==> src/rtl/demux_rr_dispatch.sv <==
// Round-robin burst dispatcher for a 1-to-seln valid/ready demux.
// One arbitration bubble per burst; the granted channel stays locked until the burst's last word.
module demux_rr_dispatch #(
  parameter int dwidth = 8,
  parameter int swidth = 2,
  parameter int burst  = 4
) (
  input  logic                            clk,
  input  logic                            rst,
  input  logic [dwidth-1:0]               in_data,
  input  logic                            in_valid,
  output logic                            in_ready,
  output logic [(2**swidth)*dwidth-1:0]   out_data,
  output logic [(2**swidth)-1:0]          out_valid,
  input  logic [(2**swidth)-1:0]          out_ready,
  output logic                            out_last,
  output logic [swidth-1:0]               cur_sel,
  output logic                            busy
);

  localparam int seln   = 2**swidth;
  localparam int cwidth = (burst > 1) ? $clog2(burst) : 1;
  localparam logic [cwidth-1:0] cnt_last = cwidth'(burst - 1);

  typedef enum logic {
    IDLE = 1'b0,
    XFER = 1'b1
  } state_t;

  state_t            state, state_nxt;
  logic [swidth-1:0] ptr, ptr_nxt;
  logic [swidth-1:0] sel, sel_nxt;
  logic [cwidth-1:0] cnt, cnt_nxt;

  logic              grant_hit;
  logic [swidth-1:0] grant_idx;
  logic [swidth-1:0] cand;
  logic              xfer_fire;
  logic              burst_end;

  assign cur_sel   = sel;
  assign burst_end = (cnt == cnt_last);
  assign xfer_fire = (state == XFER) && in_valid && out_ready[sel];

  // First ready channel scanning upward from ptr; the add wraps modulo seln for free.
  always_comb begin
    // NOTE: every always_comb output gets a default before any branch, otherwise a latch is inferred.
    grant_hit = 1'b0;
    grant_idx = ptr;
    cand      = ptr;
    for (int k = 0; k < seln; k++) begin
      cand = ptr + swidth'(k);
      if (!grant_hit && out_ready[cand]) begin
        grant_hit = 1'b1;
        grant_idx = cand;
      end
    end
  end

  // State register
  always_ff @(posedge clk) begin
    // NOTE: sequential state uses non-blocking assignments so all registers update from pre-edge values.
    if (rst) begin
      state <= IDLE;
      ptr   <= '0;
      cnt   <= '0;
      sel   <= '0;
    end else begin
      state <= state_nxt;
      ptr   <= ptr_nxt;
      cnt   <= cnt_nxt;
      sel   <= sel_nxt;
    end
  end

  // Next-state logic
  always_comb begin
    state_nxt = state;
    ptr_nxt   = ptr;
    cnt_nxt   = cnt;
    sel_nxt   = sel;
    unique case (state)
      IDLE: begin
        if (in_valid && grant_hit) begin
          sel_nxt   = grant_idx;
          cnt_nxt   = '0;
          state_nxt = XFER;
        end
      end
      XFER: begin
        if (xfer_fire) begin
          if (burst_end) begin
            ptr_nxt   = sel + swidth'(1);
            cnt_nxt   = '0;
            state_nxt = IDLE;
          end else begin
            cnt_nxt = cnt + cwidth'(1);
          end
        end
      end
      default: state_nxt = IDLE;
    endcase
  end

  // Output logic: data path is purely combinational, steered by the locked sel
  always_comb begin
    in_ready  = 1'b0;
    out_valid = '0;
    out_data  = '0;
    out_last  = 1'b0;
    busy      = 1'b0;
    if (state == XFER) begin
      busy                                  = 1'b1;
      in_ready                              = out_ready[sel];
      out_valid[sel]                        = in_valid;
      out_data[int'(sel)*dwidth +: dwidth]  = in_data;
      out_last                              = burst_end && in_valid;
    end
  end

endmodule

==> config.mk <==
export PLATFORM = sky130hd
export DESIGN_NAME = demux_rr_dispatch
export DESIGN_NICKNAME = d
export VERILOG_FILES = /design/src/rtl/demux_rr_dispatch.sv
export SDC_FILE = /design/constraint.sdc
export NUM_CORES = 1
export LEC_CHECK = 0
export CORE_ASPECT_RATIO = 0.8
export CORE_MARGIN = 2
export CORE_UTILIZATION = 30
export CTS_CLUSTER_DIAMETER = 150
export CTS_CLUSTER_SIZE = 10
export DETAILED_ROUTE_END_ITERATION = 6
export HOLD_SLACK_MARGIN = 0.03
export PLACE_DENSITY = 0.69
export SYNTH_ARGS = -nofsm -noshare
export SYNTH_HDL_FRONTEND = slang
export SYNTH_SLANG_ARGS = --single-unit
export TNS_END_PERCENT = 10
==> constraint.sdc <==
create_clock -name clk -period 3.85 [get_ports clk]
set_clock_uncertainty 0.05 [all_clocks]
set_input_delay 0.5775 -clock clk [delete_from_list [all_inputs] [get_ports clk]]
set_output_delay 0.5775 -clock clk [all_outputs]
set_load 0.01 [all_outputs]
==> reports/results.txt <==
Status: finished clean
Mux contribution to synthesized area: 5.41%
Warnings, synthesis: 0
Synth-to-Final Area Change: 77.7%
Routed len/inst: 12.9 µm
WS Path Type: reg2out
Fmax: 0.299 GHz
P_int: 156 µW
Setup violators final: 0
Worst-margin pin slew: 586 ps
Worst IR Drop VDD: 0.124 mV
Post-DRT Antenna Nets: 0
Largest net degree at the start of global routing: 17
RSZ-0062 raised after global routing: no
Fin. Hold Viols: 0
CP Data Required Time: 3220 ps
Post-Synth Simple-Gate Area: 48.7%
Final wirelength: 2530 µm
Hold path depth: 1
Total CTS buffers: 3
Initial antenna violation count: 0
Avg Vias per Cell: 4.68
DP Wirelength: 2130 µm
FF+latch count, synth: 7
Reg2reg setup slack: 2200 ps
Met2 usage: 28.4%
# clock sinks: 7
Antenna cell count: 0
Sequential Power Share: 36.1%
Initial drt markers: 21
Nets: 182
Post-layout minimum cycle time: 3350 ps
Compound-cell area share of the yosys netlist: 12.7%
Chip height: 49.8 µm
Critical R2R Launch: cur_sel[0]
Layout cells sized above 1: 7.50%
Post-cts gate resize count: 0
Yosys cell types: 31
Row count: 16
CP max FO: 8
Chip Width: 61.2 µm
Syn_area_per_cell: 7.70 µm²
Skew-Pair Late Insertion Delay: 250 ps
Comb pwr share: 32.9%
Drt drc: 0
Grt met3 use: 4.72%
CTS tree: done
Root Buffer Master: clkbuf_4
Net switching power: 67.5 µW
Max-slew violations: 0
Clock Pin Slew Worst Setup and Hold Paths: 60 ps
Worst hold-check path type: reg2reg
CP max-delay cell: clkdlybuf4s50_1
Die ar.: 3050 µm²
Grt ovf: 0
Grt peak-use layer: met2
Setup bufs post-CTS: 0
Crit path launch type: flop
WHS: 419 ps
IO buf count: 55
Hold Crit Start: cnt[0]
Leakage: 0.000560 µW
GRT Total Usage: 17.5%
Worst path bufs/invs: 2
Initial Utilization: 31.9%
Via Count: 918
Pwr per Cell Area: 160 nW/µm²
Netlist Area Pre-Place: 786 µm²
Crit end category: primary output
Relative slew slack: 60.6%
Hold EP: cnt[0]
Initial DRT Pass Iterations: 4
Final GP Congestion: 0.858
CP cell instances: inv_1, ha_1, nor2b_1, nand3_1, nor2_1, and2_1, clkdlybuf4s50_1
IO Pins: 56
Synthesized-area fraction occupied by adder cells: 9.55%
Cell family with most CP delay: simple AND/OR/NAND/NOR gates
Crit path DAT: 2720 ps
Setup TNS: 0 ps
Main combinational cell family by area after synthesis: simple AND/OR/NAND/NOR gates
Fin crit share: 86.9%
Slowest stage delay, CP: 550 ps
Global-route wire length before repair: 4130 µm
Clock power share: 31.0%
Syn nets: 123
H-tree Lvls: 1
Reg2reg path depth: 4
Cell count after synthesis: 102
Reg-to-reg endpoint: ptr[0]
Vias in the first global route: 875
CORE AREA: 2460 µm²
XOR/XNOR share of the synthesized area: 0%
Register area share after synthesis: 17.8%
Max Cap Violations: 0
GR Util met1: 22.9%
Sw frac: 30.3%
Hold-fix buffers at CTS: 0
Clock buffer depth: 2
Fill cell count: 228
[sequential cells by signal (all words and copies together), names as in the netlist]
register / flops
cnt: 2
cur_sel: 2
ptr: 2
state: 1
[stage by stage]
| stage | power, µW | setup WS, ps | cells | util [%] | instance area, µm² |
|---|---|---|---|---|---|
| 2_1_floorplan | 113 | 1560 | 102 | - | 786 |
| 4_1_cts | 225 | 473 | 196 | 56.7 | 1400 |
| 6_report | 223 | 503 | 196 | 56.7 | 1400 |
| 3_5_place_dp | 156 | 753 | 192 | 55.6 | 1370 |
| 3_3_place_gp | 154 | 878 | 192 | 55.6 | 1370 |
| 5_1_grt | 235 | 275 | 196 | 56.7 | 1400 |
[power groups by stage]
stage	Sequential [µW]	Combinational (µW)	Clock, µW
final	80.5	73.4	69.1
after global routing	81.2	79.5	74.7
after CTS	80.4	73.6	70.9
after detailed placement	82.0	73.5	0
after global placement	81.7	72.0	0
after floorplan	80.5	32.9	0
[cell families after synthesis]
group	after synthesis
and+or+nand+nor	63
muxes	3
DFF	7
adders and majority gates	6
buffers and inverters	9
AOI/OAI and AO/OA	14
[how the worst max path moves through the flow]
stage               start           end  slack, ps  cells past startpoint
2_1_floorplan  cur_sel[0]  out_data[16]       1560                      6
3_5_place_dp   cur_sel[0]  out_data[14]        750                      7
5_1_grt        cur_sel[0]  out_data[10]        270                      7
4_1_cts        cur_sel[0]  out_data[14]        470                      7
3_3_place_gp   cur_sel[0]  out_data[23]        880                      7
6_report       cur_sel[0]  out_data[14]        500                      7
[Yosys cell counts]
library cell	number	area share [%]
nor3_1	1	0.64
o22ai_1	1	0.80
nand2_1	7	3.3
and2_4	1	1.1
a21oi_2	1	1.1
nor2b_1	2	1.6
ha_1	6	9.6
mux2i_1	2	2.5
and2_1	32	25
mux4_2	1	2.9
nor3b_1	1	0.96
nand2b_1	2	1.6
and3_1	5	4.0
o211ai_1	1	0.96
or2b_2	1	1.1
nand3_1	2	1.3
nor4_2	1	1.6
dfxtp_1	7	18
o221ai_1	1	1.1
buf_4	1	0.96
nand4_1	1	0.80
a21oi_1	5	3.2
o21ai_2	1	1.1
buf_6	1	1.4
nor2_1	5	2.4
or4_4	1	1.4
nand2_4	1	1.4
a221oi_1	2	2.2
o2bb2ai_1	1	1.1
a211o_1	1	1.1
inv_1	7	3.3
[final cells by class]
class	instances	area [µm²]	area share, %
multi-input combinational	86	601	43.0
timing repair buffer	56	558	40.0
sequential	7	140	10.0
tap	36	45.0	3.23
clock buffer	4	26.3	1.88
inverter	7	26.3	1.88
[layout by cell type (no fill, tap or decap), types with 3 or more instances in the layout]
cell type        instances
a21oi_1                  5
inv_1                    7
clkbuf_4                 3
nor2_1                   5
nand2_1                  7
dfxtp_1                  7
clkdlybuf4s50_1         55
and2_1                  32
ha_1                     6
and3_1                   5
[per-layer routing]
layer | part of all wire, % | vias to the layer above
li1 | - | 462
met1 | 45 | 425
met2 | 50 | 27
met3 | 3.9 | 4
met4 | 1.2 | 0
met5 | 0 | -
[worst reg2reg max path: stages, from the launching register on]
cell	delay (ps)
dfxtp_1	480
mux4_2	620
nand2_4	120
mux2i_1	210
nor2_1	50
(Power assumes the default switching activity.)
